$ cat config.mk
export PLATFORM = sky130hd
export DESIGN_NAME = uint16_calc_sequencer
export DESIGN_NICKNAME = d
export VERILOG_FILES = /design/src/rtl/uint16_calc_sequencer.sv
export SDC_FILE = /design/constraint.sdc
export NUM_CORES = 1
export LEC_CHECK = 0
export CAP_MARGIN = 20
export CORE_ASPECT_RATIO = 0.7
export CORE_UTILIZATION = 44
export CTS_CLUSTER_DIAMETER = 30
export DETAILED_ROUTE_END_ITERATION = 8
export GPL_ROUTABILITY_DRIVEN = 0
export PLACE_DENSITY = 0.8
export SLEW_MARGIN = 20
export SYNTH_ARGS = -nofsm -noshare
export SYNTH_HDL_FRONTEND = slang
export SYNTH_SLANG_ARGS = --single-unit
$ cat constraint.sdc
create_clock -name clk -period 2.05 [get_ports clk]
set_input_delay 0.615 -clock clk [delete_from_list [all_inputs] [get_ports clk]]
set_output_delay 0.615 -clock clk [all_outputs]
set_load 0.05 [all_outputs]
$ cat src/rtl/uint16_calc_sequencer.sv
// Sequencer for a combinational 16-bit calculator: accepts one command, holds the
// calculator inputs for SETTLE_CYCLES, captures the result and hands it back.
`timescale 1ns/1ps

module uint16_calc_sequencer #(
  parameter int SETTLE_CYCLES = 2,
  parameter int ERR_CNT_WIDTH = 8
) (
  input  logic                     clk,
  input  logic                     rst_n,
  input  logic                     cmd_valid,
  output logic                     cmd_ready,
  input  logic [1:0]               cmd_op,
  input  logic                     cmd_chain,
  input  logic [15:0]              cmd_a,
  input  logic [15:0]              cmd_b,
  input  logic                     clear,
  output logic [15:0]              calc_a,
  output logic [15:0]              calc_b,
  output logic                     calc_add,
  output logic                     calc_subtract,
  output logic                     calc_divide,
  output logic                     calc_multiply,
  input  logic [15:0]              calc_result,
  input  logic                     calc_invalid,
  output logic                     rsp_valid,
  input  logic                     rsp_ready,
  output logic [15:0]              rsp_result,
  output logic                     rsp_error,
  output logic [15:0]              acc,
  output logic [ERR_CNT_WIDTH-1:0] err_count
);

  typedef enum logic [1:0] {
    ST_IDLE  = 2'd0,
    ST_DRIVE = 2'd1,
    ST_RESP  = 2'd2
  } state_t;

  localparam logic [3:0] SETTLE_LOAD = 4'(SETTLE_CYCLES - 1);

  state_t                   r_state;
  logic [15:0]              r_a;
  logic [15:0]              r_b;
  logic [3:0]               r_cnt;
  logic [3:0]               r_strobe;
  logic                     r_cmd_ready;
  logic                     r_rsp_valid;
  logic                     r_rsp_error;
  logic [15:0]              r_rsp_result;
  logic [15:0]              r_acc;
  logic [ERR_CNT_WIDTH-1:0] r_err_count;

  logic [15:0] w_a_sel;
  logic [3:0]  w_strobe_dec;
  logic        w_err_sat;

  // Chained commands take the accumulator as it is before any same-cycle clear.
  assign w_a_sel   = cmd_chain ? r_acc : cmd_a;
  assign w_err_sat = &r_err_count;

  // Strobe vector ordering: {add, subtract, divide, multiply}.
  always_comb begin
    w_strobe_dec = 4'b0000;
    case (cmd_op)
      2'b00:   w_strobe_dec = 4'b1000;
      2'b01:   w_strobe_dec = 4'b0100;
      2'b10:   w_strobe_dec = 4'b0010;
      default: w_strobe_dec = 4'b0001;
    endcase
  end

  always_ff @(posedge clk or negedge rst_n) begin
    if (!rst_n) begin
      r_state      <= ST_IDLE;
      r_a          <= '0;
      r_b          <= '0;
      r_cnt        <= '0;
      r_strobe     <= '0;
      r_cmd_ready  <= 1'b1;
      r_rsp_valid  <= 1'b0;
      r_rsp_error  <= 1'b0;
      r_rsp_result <= '0;
      r_acc        <= '0;
      r_err_count  <= '0;
    end else begin
      case (r_state)
        ST_IDLE: begin
          if (cmd_valid) begin
            r_a         <= w_a_sel;
            r_b         <= cmd_b;
            r_strobe    <= w_strobe_dec;
            r_cnt       <= SETTLE_LOAD;
            r_cmd_ready <= 1'b0;
            r_state     <= ST_DRIVE;
          end
        end
        ST_DRIVE: begin
          if (r_cnt == 4'd0) begin
            // Operands stay put after capture; only the strobes drop.
            r_strobe     <= '0;
            r_rsp_error  <= calc_invalid;
            r_rsp_result <= calc_invalid ? 16'd0 : calc_result;
            r_rsp_valid  <= 1'b1;
            r_state      <= ST_RESP;
            if (!calc_invalid) begin
              r_acc <= calc_result;
            end else if (!w_err_sat) begin
              r_err_count <= r_err_count + ERR_CNT_WIDTH'(1);
            end
          end else begin
            r_cnt <= r_cnt - 4'd1;
          end
        end
        ST_RESP: begin
          if (rsp_ready) begin
            r_rsp_valid <= 1'b0;
            r_cmd_ready <= 1'b1;
            r_state     <= ST_IDLE;
          end
        end
        default: begin
          r_strobe    <= '0;
          r_rsp_valid <= 1'b0;
          r_cmd_ready <= 1'b1;
          r_state     <= ST_IDLE;
        end
      endcase

      // Clear overrides any capture-time bookkeeping update in the same cycle.
      if (clear) begin
        r_acc       <= '0;
        r_err_count <= '0;
      end
    end
  end

  assign cmd_ready     = r_cmd_ready;
  assign calc_a        = r_a;
  assign calc_b        = r_b;
  assign calc_add      = r_strobe[3];
  assign calc_subtract = r_strobe[2];
  assign calc_divide   = r_strobe[1];
  assign calc_multiply = r_strobe[0];
  assign rsp_valid     = r_rsp_valid;
  assign rsp_result    = r_rsp_result;
  assign rsp_error     = r_rsp_error;
  assign acc           = r_acc;
  assign err_count     = r_err_count;

endmodule

==> results.cfg <==
[detailed_routing]
wl_mm = 9.04
met3_length_um = 694
drt_iter0_markers = 99
first_pass_iters = 4
vias = 3006
vias_per_cell = 5.15
ant_nets = 0
wl_per_cell_um = 15.5
wl_met2_mm = 3.93
wl_met1_mm = 4.30
drc_errors = 0
top_layer = met4

[place]
io_buffers = 135
dp.cells = 564
placed_cell_area_um2 = 4950
dp_hpwl_mm = 6.45

[worst_setup_path]
max_stage_delay_ps = 400
crit_chain = inv_1 -> ha_1 -> nor3b_4 -> o211ai_2 -> buf_4 -> or3_1 -> a21oi_2
start_kind = flop
end_kind = flop
critical-path-slowest-cell = dfrtp_1
cp.arrival_ps = 2210
cp.required_ps = 2320
crit_type = reg2reg
crit_buf_inv = 2
path_max_fanout = 8
crit_family = simple AND/OR/NAND/NOR gates
r2r_slack_ps = 100

[logic_synthesis]
synth_top_family_by_area = simple AND/OR/NAND/NOR gates
synth_compound_area_share_pct = 12.0
yosys-mux-area-fraction_pct = 10.0
synth_fa_ha_area_share_pct = 1.04
synth-xor-area-share_pct = 0.730
syn_inst = 334
yosysUniqueCellTypes = 32
yosysWarnings = 0
yosysSeqAreaShare_pct = 59.1
synth.avg_cell_area_um2 = 10.8
synthesis.nets = 394
syn_area_um2 = 3600
synthSimpleGateAreaFrac_pct = 14.3
synth_seq_cells = 85

[power_and_ir_drop]
p_seq_share_pct = 31.1
power.share.switching_pct = 46.9
peakVddDrop_v = 0.00115
p_comb_share_pct = 52.1
total_leakage_power_nw = 2.45
power.internal_mw = 4.64
p_per_area_nw_per_um2 = 1660
power_frac_clock_pct = 16.8
p_switching_mw = 4.10

[timing]
slew_viol_final = 0
finalHoldViolations = 0
finalSetupViolCount = 0
tightest_slew_ps = 554
max_freq_ghz = 0.513
relSlewSlack_pct = 63.0
period_needed_ps = 1950
fin_skew_ps = 8.41
period_share_pct = 95.1
holdWs_ps = 214

[run]
cap_violations = 0

[clock_tree]
htree_levels = 3
cts-root-buf = clkbuf_16
clkLatencyLatePin_ps = 340
cts-hold-fix-buffers = 0
cts_tree = done
cts.sinks = 85
cts_buffers = 9
clockBufferDepth = 2
clk_pin_slew_worst_paths_ps = 60

[die]
start_util_pct = 45.6
fp.dieArea_um2 = 8560
die_w_um = 110
pin_count = 136
rows = 27
die_h_um = 77.7
core_um2 = 7910

[outcome]
status = finished, final reports clean

[layout]
antennaDiodeCount = 0
instances_no_fill = 584
mostFrequentLayoutCell = buf_4
layout.nets = 538
design_area_um2 = 5260
drive_above_1_share_pct = 28.4
final_cell_mix = buf_4 (92), dfrtp_1 (84), clkdlybuf4s50_1 (55), nand2_1 (43), a21oi_1 (38)
syn_to_final_growth_pct = 46.1

[global_routing]
grt_antenna_before_repair = 0
grt_max_degree = 39
grt_pass1_vias = 2800
grt.total_usage_pct = 22.2
overflow = 0
grt_pass1_wl_mm = 14.1

[min_path]
min_path_type = in2async
-- power groups by stage --
stage | sequential, mW | combinational, mW | clock (mW)
after floorplan | 4.63 | 1.14 | 0
after global placement | 2.72 | 4.44 | 0
after detailed placement | 2.73 | 4.52 | 0
after CTS | 2.72 | 4.53 | 1.50
after global routing | 2.80 | 4.83 | 1.57
final | 2.72 | 4.56 | 1.47
-- cell type report --
| class | instances | area, µm² |
|---|---|---|
| repair buffers | 152 | 1340 |
| flip-flops and latches | 85 | 2130 |
| inverters | 3 | 11.3 |
| fillers | 634 | 2640 |
| clock inverters | 5 | 37.5 |
| multi-input cells | 227 | 1390 |
| well taps | 101 | 126 |
| clock buffers | 11 | 233 |
-- flip-flops by register name (all words and copies together), names as in the netlist --
register    count
acc            16
calc_a         16
calc_b         16
cmd_ready       1
err_count       8
r_cnt           4
r_state         2
r_strobe        4
rsp_error       1
rsp_result     16
rsp_valid       1
-- Yosys cell counts --
library cell | count | share of area (%)
dfrtp_1 | 84 | 58
nand2_1 | 43 | 4.5
a21oi_1 | 40 | 5.6
nor2_1 | 27 | 2.8
o21ai_0 | 26 | 3.6
mux2_2 | 17 | 5.3
mux2i_1 | 17 | 4.7
clkbuf_1 | 11 | 1.1
nand3_1 | 8 | 1.1
nand2b_1 | 7 | 1.2
a22o_1 | 6 | 1.5
buf_2 | 5 | 0.69
nor3_1 | 5 | 0.69
o31ai_1 | 4 | 0.83
buf_4 | 3 | 0.63
ha_1 | 3 | 1.0
inv_1 | 3 | 0.31
nor2b_1 | 3 | 0.52
or3_1 | 3 | 0.52
or4_1 | 3 | 0.63
xor2_1 | 3 | 0.73
and3_1 | 2 | 0.35
nand4_1 | 2 | 0.35
and2_1 | 1 | 0.17
and3b_1 | 1 | 0.24
dfstp_2 | 1 | 0.73
nor3_2 | 1 | 0.28
nor3b_4 | 1 | 0.52
o211ai_2 | 1 | 0.35
o22ai_1 | 1 | 0.17
or2_1 | 1 | 0.17
or3b_2 | 1 | 0.24
-- worst paths after layout --
path / to / depth (start not counted) / from
max: err_count[6] / 7 / r_cnt[0]
min: acc[11] / 1 / rst_n
max reg2reg: err_count[6] / 7 / r_cnt[0]
min reg2reg: rsp_result[8] / 2 / rsp_result[8]
max in group asynchronous: acc[0] / 2 / rst_n
min in group clk: rsp_result[8] / 2 / rsp_result[8]
-- through the flow --
step / power [mW] / util, % / TNS, ps / setup WS (ps)
floorplan: 5.76 / - / 0 / 214
global placement: 7.16 / 62.6 / -377 / -99.4
detailed placement: 7.26 / 62.6 / -666 / -193
CTS: 8.75 / 66.0 / 0 / 35.5
global route: 9.20 / 66.6 / -17.6 / -9.30
finish: 8.74 / 66.6 / 0 / 101
-- kinds of logic (layout without fill, tap and decap cells) --
kind of cell,Yosys count,in the layout
AOI/OAI and AO/OA,78,78
xor gates and xnor gates,3,3
adders and majority gates,3,3
buffers and inverters,22,171
DFF,85,85
muxes,34,34
and+or+nand+nor,109,109
-- layer usage --
metal,vias to the layer above,global-route usage (%)
li1,1443,-
met1,1427,32.6
met2,125,31.1
met3,11,6.89
met4,0,7.37
met5,-,0
-- timing repair --
item                       4_1_cts  5_1_grt
buffers inserted                 0        4
setup endpoints to repair        0        3
resized for setup                0        3
Power figures use the tool's default switching activity.
